File: config.mk
export PLATFORM = sky130hd
export DESIGN_NAME = ibex_rf_wr_arbiter_flat
export DESIGN_NICKNAME = d
export VERILOG_FILES = /design/src/rtl/ibex_rf_wr_arbiter_if.sv /design/src/rtl/ibex_rf_wr_arbiter.sv /design/src/flat_wrapper.sv
export SDC_FILE = /design/constraint.sdc
export NUM_CORES = 1
export LEC_CHECK = 0
export CORE_UTILIZATION = 26
export CTS_BUF_LIST = sky130_fd_sc_hd__clkbuf_8
export CTS_CLUSTER_DIAMETER = 40
export DETAILED_ROUTE_END_ITERATION = 10
export GPL_ROUTABILITY_DRIVEN = 0
export HOLD_SLACK_MARGIN = 0.03
export SYNTH_ARGS = -nofsm -noshare
export SYNTH_HDL_FRONTEND = slang
export SYNTH_SLANG_ARGS = --single-unit
File: constraint.sdc
create_clock -name clk_i -period 7.4 [get_ports clk_i]
set_input_delay 1.85 -clock clk_i [delete_from_list [all_inputs] [get_ports clk_i]]
set_output_delay 1.85 -clock clk_i [all_outputs]
set_load 0.01 [all_outputs]
File: src/rtl/ibex_rf_wr_arbiter_if.sv
// Register-file write arbiter bus: LSU, ID and PMC write sources,
// hazard lookup and the arbitrated RF write port.
interface ibex_rf_wr_arbiter_if;
  logic        lsu_we_i;
  logic [4:0]  lsu_waddr_i;
  logic [31:0] lsu_wdata_i;
  logic        id_we_i;
  logic [4:0]  id_waddr_i;
  logic [31:0] id_wdata_i;
  logic        id_ready_o;
  logic        pmc_valid_i;
  logic        pmc_ready_o;
  logic [4:0]  pmc_waddr_i;
  logic [31:0] pmc_wdata_i;
  logic [4:0]  rf_raddr_a_i;
  logic [4:0]  rf_raddr_b_i;
  logic [1:0]  pmc_hazard_o;
  logic        rf_we_o;
  logic [4:0]  rf_waddr_o;
  logic [31:0] rf_wdata_o;
  logic        pmc_pending_o;

  modport slave (
    input  lsu_we_i, lsu_waddr_i, lsu_wdata_i,
    input  id_we_i, id_waddr_i, id_wdata_i,
    output id_ready_o,
    input  pmc_valid_i, pmc_waddr_i, pmc_wdata_i,
    output pmc_ready_o,
    input  rf_raddr_a_i, rf_raddr_b_i,
    output pmc_hazard_o,
    output rf_we_o, rf_waddr_o, rf_wdata_o,
    output pmc_pending_o
  );

  modport master (
    output lsu_we_i, lsu_waddr_i, lsu_wdata_i,
    output id_we_i, id_waddr_i, id_wdata_i,
    input  id_ready_o,
    output pmc_valid_i, pmc_waddr_i, pmc_wdata_i,
    input  pmc_ready_o,
    output rf_raddr_a_i, rf_raddr_b_i,
    input  pmc_hazard_o,
    input  rf_we_o, rf_waddr_o, rf_wdata_o,
    input  pmc_pending_o
  );
endinterface

File: src/rtl/ibex_rf_wr_arbiter.sv
// RF write-port arbiter: LSU > (promoted PMC) > ID > PMC FIFO head.
// Define IBEX_RF_ARB_STARVE_PROMOTE_EN to enable PMC starvation promotion.
module ibex_rf_wr_arbiter #(
  parameter int unsigned FifoDepth   = 4,
  parameter int unsigned StarveLimit = 8
) (
  input  logic                  clk_i,
  input  logic                  rst_ni,
  ibex_rf_wr_arbiter_if.slave   bus
);

  localparam int unsigned AW = $clog2(FifoDepth);

  if (FifoDepth < 2 || FifoDepth > 16 ||
      (FifoDepth & (FifoDepth - 1)) != 0) begin : g_bad_depth
    $error("FifoDepth must be a power of two in 2..16");
  end
  if (StarveLimit < 1 || StarveLimit > 255) begin : g_bad_limit
    $error("StarveLimit must be in 1..255");
  end

  logic [4:0]  addr_q [FifoDepth];
  logic [31:0] data_q [FifoDepth];
  logic [AW:0] wptr_q, rptr_q, count;
  logic [AW-1:0] widx, ridx;
  logic empty, full, push, pop, promote;
  logic g_lsu, g_prom, g_id, g_pmc;
  logic [4:0]  sel_addr;
  logic [31:0] sel_data;

  assign widx  = wptr_q[AW-1:0];
  assign ridx  = rptr_q[AW-1:0];
  assign count = wptr_q - rptr_q;
  assign empty = (wptr_q == rptr_q);
  assign full  = (wptr_q[AW] != rptr_q[AW]) && (widx == ridx);

  // x0 pushes complete the handshake but never occupy a slot
  assign push = bus.pmc_valid_i & ~full & (bus.pmc_waddr_i != 5'd0);
  assign pop  = g_prom | g_pmc;

`ifdef IBEX_RF_ARB_STARVE_PROMOTE_EN
  logic [7:0] starve_q;

  assign promote = ~empty & (starve_q == 8'(StarveLimit));

  always_ff @(posedge clk_i or negedge rst_ni) begin
    if (!rst_ni) begin
      starve_q <= '0;
    end else if (pop || empty) begin
      starve_q <= '0;
    end else if (!promote) begin
      starve_q <= starve_q + 8'd1;
    end
  end
`else
  assign promote = 1'b0;
`endif

  always_comb begin
    g_lsu  = 1'b0;
    g_prom = 1'b0;
    g_id   = 1'b0;
    g_pmc  = 1'b0;
    priority case (1'b1)
      bus.lsu_we_i: g_lsu  = 1'b1;
      promote:      g_prom = 1'b1;
      bus.id_we_i:  g_id   = 1'b1;
      !empty:       g_pmc  = 1'b1;
      default: ;
    endcase
  end

  always_comb begin
    sel_addr = '0;
    sel_data = '0;
    if (g_lsu) begin
      sel_addr = bus.lsu_waddr_i;
      sel_data = bus.lsu_wdata_i;
    end else if (g_id) begin
      sel_addr = bus.id_waddr_i;
      sel_data = bus.id_wdata_i;
    end else if (pop) begin
      sel_addr = addr_q[ridx];
      sel_data = data_q[ridx];
    end
  end

  assign bus.rf_we_o       = (sel_addr != 5'd0);
  assign bus.rf_waddr_o    = sel_addr;
  assign bus.rf_wdata_o    = sel_data;
  assign bus.id_ready_o    = ~bus.lsu_we_i & ~promote;
  assign bus.pmc_ready_o   = ~full;
  assign bus.pmc_pending_o = ~empty;

  // Slot i is live when its distance from the head is below occupancy
  always_comb begin
    bus.pmc_hazard_o = 2'b00;
    for (int i = 0; i < FifoDepth; i++) begin
      if ((AW+1)'(AW'(AW'(i) - ridx)) < count) begin
        if (bus.rf_raddr_a_i != 5'd0 && addr_q[i] == bus.rf_raddr_a_i)
          bus.pmc_hazard_o[0] = 1'b1;
        if (bus.rf_raddr_b_i != 5'd0 && addr_q[i] == bus.rf_raddr_b_i)
          bus.pmc_hazard_o[1] = 1'b1;
      end
    end
  end

  always_ff @(posedge clk_i or negedge rst_ni) begin
    if (!rst_ni) begin
      wptr_q <= '0;
      rptr_q <= '0;
    end else begin
      if (push) wptr_q <= wptr_q + 1'b1;
      if (pop)  rptr_q <= rptr_q + 1'b1;
    end
  end

  always_ff @(posedge clk_i) begin
    if (push) begin
      addr_q[widx] <= bus.pmc_waddr_i;
      data_q[widx] <= bus.pmc_wdata_i;
    end
  end

  a_grant_onehot0: assert property (
    @(posedge clk_i) disable iff (!rst_ni)
    $onehot0({g_lsu, g_prom, g_id, g_pmc}));

endmodule

File: src/flat_wrapper.sv
// flat-port wrapper written by rule: the top's interface ports become plain ports
module ibex_rf_wr_arbiter_flat 
#(
  parameter int unsigned FifoDepth   = 4,
  parameter int unsigned StarveLimit = 8
)
  (clk_i, rst_ni, bus_lsu_we_i, bus_lsu_waddr_i, bus_lsu_wdata_i, bus_id_we_i, bus_id_waddr_i, bus_id_wdata_i, bus_id_ready_o, bus_pmc_valid_i, bus_pmc_waddr_i, bus_pmc_wdata_i, bus_pmc_ready_o, bus_rf_raddr_a_i, bus_rf_raddr_b_i, bus_pmc_hazard_o, bus_rf_we_o, bus_rf_waddr_o, bus_rf_wdata_o, bus_pmc_pending_o);
  ibex_rf_wr_arbiter_if bus_i ();
  input  logic clk_i;
  input  logic rst_ni;
  input wire logic [$bits(bus_i.lsu_we_i)-1:0] bus_lsu_we_i;
  input wire logic [$bits(bus_i.lsu_waddr_i)-1:0] bus_lsu_waddr_i;
  input wire logic [$bits(bus_i.lsu_wdata_i)-1:0] bus_lsu_wdata_i;
  input wire logic [$bits(bus_i.id_we_i)-1:0] bus_id_we_i;
  input wire logic [$bits(bus_i.id_waddr_i)-1:0] bus_id_waddr_i;
  input wire logic [$bits(bus_i.id_wdata_i)-1:0] bus_id_wdata_i;
  output wire logic [$bits(bus_i.id_ready_o)-1:0] bus_id_ready_o;
  input wire logic [$bits(bus_i.pmc_valid_i)-1:0] bus_pmc_valid_i;
  input wire logic [$bits(bus_i.pmc_waddr_i)-1:0] bus_pmc_waddr_i;
  input wire logic [$bits(bus_i.pmc_wdata_i)-1:0] bus_pmc_wdata_i;
  output wire logic [$bits(bus_i.pmc_ready_o)-1:0] bus_pmc_ready_o;
  input wire logic [$bits(bus_i.rf_raddr_a_i)-1:0] bus_rf_raddr_a_i;
  input wire logic [$bits(bus_i.rf_raddr_b_i)-1:0] bus_rf_raddr_b_i;
  output wire logic [$bits(bus_i.pmc_hazard_o)-1:0] bus_pmc_hazard_o;
  output wire logic [$bits(bus_i.rf_we_o)-1:0] bus_rf_we_o;
  output wire logic [$bits(bus_i.rf_waddr_o)-1:0] bus_rf_waddr_o;
  output wire logic [$bits(bus_i.rf_wdata_o)-1:0] bus_rf_wdata_o;
  output wire logic [$bits(bus_i.pmc_pending_o)-1:0] bus_pmc_pending_o;
  assign bus_i.lsu_we_i = bus_lsu_we_i;
  assign bus_i.lsu_waddr_i = bus_lsu_waddr_i;
  assign bus_i.lsu_wdata_i = bus_lsu_wdata_i;
  assign bus_i.id_we_i = bus_id_we_i;
  assign bus_i.id_waddr_i = bus_id_waddr_i;
  assign bus_i.id_wdata_i = bus_id_wdata_i;
  assign bus_id_ready_o = bus_i.id_ready_o;
  assign bus_i.pmc_valid_i = bus_pmc_valid_i;
  assign bus_i.pmc_waddr_i = bus_pmc_waddr_i;
  assign bus_i.pmc_wdata_i = bus_pmc_wdata_i;
  assign bus_pmc_ready_o = bus_i.pmc_ready_o;
  assign bus_i.rf_raddr_a_i = bus_rf_raddr_a_i;
  assign bus_i.rf_raddr_b_i = bus_rf_raddr_b_i;
  assign bus_pmc_hazard_o = bus_i.pmc_hazard_o;
  assign bus_rf_we_o = bus_i.rf_we_o;
  assign bus_rf_waddr_o = bus_i.rf_waddr_o;
  assign bus_rf_wdata_o = bus_i.rf_wdata_o;
  assign bus_pmc_pending_o = bus_i.pmc_pending_o;
  ibex_rf_wr_arbiter #(.FifoDepth(FifoDepth), .StarveLimit(StarveLimit)) u_core (.clk_i(clk_i), .rst_ni(rst_ni), .bus(bus_i));
endmodule
==> impl_metrics.py <==
metrics = {
    "yosys": {
        "synth_top_family_by_area": "multiplexers",
        "synth-compound-area-share_pct": 8.17,
        "synthXorXnorAreaFrac_pct": 5.92,
        "yosysSeqAreaShare_pct": 63.9,
        "muxShareOfSynthArea_pct": 11.6,
        "yosysWarnings": 0,
        "async_reset_ff_share_pct": 3.90,
        "syn_area_per_cell_um2": 15.8,
        "yosysUniqueCellTypes": 41,
        "synth_flop_cell": "edfxtp_1",
        "synth-simple-area-share_pct": 4.72,
        "syn-cell-area_um2": 7190,
        "ys_ff_latch": 154,
        "synth_edf_count": 148,
        "syn_nets": 595,
        "netlist_instances": 456,
        "synthAdderAreaFrac_pct": 2.37,
    },
    "drt": {
        "avgViaCountPerCell": 4.51,
        "first_pass_iters": 4,
        "drcViolationCount": 0,
        "wl_per_cell_um": 18.1,
        "postRouteAntennaNets": 0,
        "drt_iter0_drc": 191,
        "vias": 4372,
        "wl_um": 17500,
    },
    "cts": {
        "cts_max_level": 4,
        "clockBufferDepth": 2,
        "clkTransAtPathRegs_ns": 0.09,
        "clk_latency_ns": 0.44,
        "numCtsBuffers": 17,
        "cts-root-buf": "clkbuf_8",
        "holdBufCountCts": 0,
        "cts.repair.resized": 0,
        "clock_sinks": 154,
        "cts_tree": "yes",
        "post-cts-setup-buffers": 0,
    },
    "power_and_ir_drop": {
        "power_density_nw_per_um2": 324,
        "p_sw_w": 0.00107,
        "p_sw_share_pct": 34.5,
        "p_clk_share_pct": 19.5,
        "internal_power_w": 0.00202,
        "ir_drop_v": 0.000112,
        "comb_power_share_pct": 39.5,
        "seqPwrFrac_pct": 41.0,
        "leakagePower_nw": 3.17,
    },
    "cells_and_area": {
        "synthToLayoutAreaGrowth_pct": 32.7,
        "fin_nets": 755,
        "diodes": 0,
        "drive_gt1_share_pct": 14.5,
        "final_util_pct": 35.3,
        "final_cells": 970,
    },
    "grt": {
        "grt_use_met2_pct": 21.4,
        "grt_util_met3_pct": 3.39,
        "grt_usage_pct": 12.8,
        "grt_pass1_wl_um": 27000,
        "grt_start_max_net_pins": 43,
        "use_met1_pct": 16.5,
        "first_global_vias": 4649,
        "grt-ovfl-total": 0,
        "grt_antenna_before_repair": 0,
        "grt_busiest_layer": "met2",
    },
    "timing": {
        "worst_pin_slew_ns": 0.891,
        "rsz0062_at_grt": "no",
        "relSlewSlack_pct": 40.4,
        "finalCritPeriodShare_pct": 79.3,
        "max_freq_ghz": 0.170,
        "tns_ns": 0,
        "skew_ns": 0.0102,
        "hold_ws_ns": 0.561,
        "fin_ws_ns": 1.53,
        "setup_viol": 0,
        "drv_slew": 0,
        "period_needed_ns": 5.87,
        "hold_viol_final": 0,
    },
    "die": {
        "rows": 60,
        "core_um2": 27000,
        "initial_core_util_pct": 26.6,
        "die_y_um": 168,
        "die-width_um": 168,
        "io_pins": 169,
        "die_area_um2": 28300,
    },
    "place": {
        "dp.cells": 938,
        "pre_cts_slack_ns": 1.42,
        "portBuffers": 168,
        "hpwl_um": 11700,
    },
    "setup_path": {
        "cp.arrival_ns": 4.02,
        "cp-start-kind": "input port",
        "setup.worst_path.end_class": "output port",
        "worstPathMaxFanout": 37,
        "critical_path_class": "in2out",
        "cp.required_ns": 5.55,
        "reg2reg_slack_ns": 4.59,
    },
    "outcome": {
        "status": "completed",
    },
    "flow_run": {
        "max_cap_viol_count": 0,
    },
    "hold_path": {
        "hp-class": "reg2reg",
    },
}
[registers in the layout, summed over array words and instances (netlist names)]
name and flops:
u_core.data_q 128, u_core.addr_q 20, u_core.rptr_q 3, u_core.wptr_q 3
[cells by family after synthesis]
family / after synthesis
muxes: 37
xor gates and xnor gates: 46
and+or+nand+nor: 68
AOI/OAI and AO/OA: 89
DFF: 154
buffers and inverters: 49
adders and majority gates: 13
[cell usage in the layout (no fill, tap or decap), drive strengths merged, types with 2 or more instances in the layout]
| cell type | instances |
|---|---|
| dfrtp | 6 |
| a31oi | 4 |
| inv | 23 |
| and2 | 4 |
| clkbuf | 17 |
| mux4 | 37 |
| clkinvlp | 2 |
| nor2 | 5 |
| xnor2 | 23 |
| clkdlybuf4s50 | 166 |
| clkinv | 5 |
| ha | 12 |
| or4 | 2 |
| nand2b | 4 |
| a22oi | 35 |
| o211ai | 2 |
| edfxtp | 148 |
| xor2 | 22 |
| o21ai | 37 |
| buf | 8 |
| a21oi | 6 |
| nor4 | 9 |
| nand3 | 5 |
| nand2 | 36 |
[synthesized netlist by cell type (6+ instances only)]
library cell | number | share of area (%)
ha_1 | 12 | 2.1
inv_1 | 16 | 0.84
a22oi_1 | 35 | 3.7
xor2_1 | 21 | 2.6
edfxtp_1 | 148 | 62
dfrtp_1 | 6 | 2.1
nor4_1 | 8 | 0.70
o21ai_1 | 34 | 2.4
clkbuf_1 | 20 | 1.0
nand2_1 | 36 | 1.9
xnor2_1 | 23 | 2.8
mux4_2 | 36 | 11
buf_2 | 6 | 0.42
[worst paths after layout]
check / start / end / depth (start not counted)
hold reg to reg: u_core.rptr_q[2] / u_core.rptr_q[2] / 1
max in group asynchronous: rst_ni / u_core.rptr_q[0] / 1
setup reg to reg: u_core.rptr_q[0] / u_core.data_q[2][2] / 6
min in group asynchronous: rst_ni / u_core.rptr_q[2] / 1
setup / recovery: bus_id_we_i / bus_rf_wdata_o[27] / 5
hold / removal: u_core.rptr_q[2] / u_core.rptr_q[2] / 1
[power groups by stage]
stage	logic [W]	registers (W)	clock network (W)
final	0.00122	0.00127	0.000603
after global routing	0.00135	0.00129	0.000662
after CTS	0.00126	0.00127	0.000623
after detailed placement	0.00126	0.00129	0
after global placement	0.00126	0.00129	0
after floorplan	0.000838	0.00125	0
[worst max-delay path: stages]
cell,delay [ns]
buf_2,0.37
nor2_4,0.82
a22oi_1,0.23
o21ai_1,0.18
clkdlybuf4s50_1,0.56
[stage by stage]
step	cell area, µm²	total power [W]
2_1_floorplan	7190	0.00209
3_5_place_dp	9160	0.00255
4_1_cts	9540	0.00316
5_1_grt	9540	0.00330
6_report	9540	0.00309
3_3_place_gp	9160	0.00254
[cell type report]
type | count | area, µm²
fill | 2614 | 17500
sequential | 154 | 4600
multi-input combinational | 253 | 2360
timing repair buffer | 174 | 1720
tap | 341 | 427
clock buffer | 17 | 234
clock inverter | 15 | 139
inverter | 16 | 60.1
[per-layer routing]
layer | routed length [µm] | part of all wire [%] | up-vias
met4 | 200 | 1.1 | 0
met5 | 0 | 0 | -
met1 | 7940 | 45 | 2165
li1 | - | - | 2086
met3 | 811 | 4.6 | 13
met2 | 8570 | 49 | 108
Power figures use the tool's default switching activity.
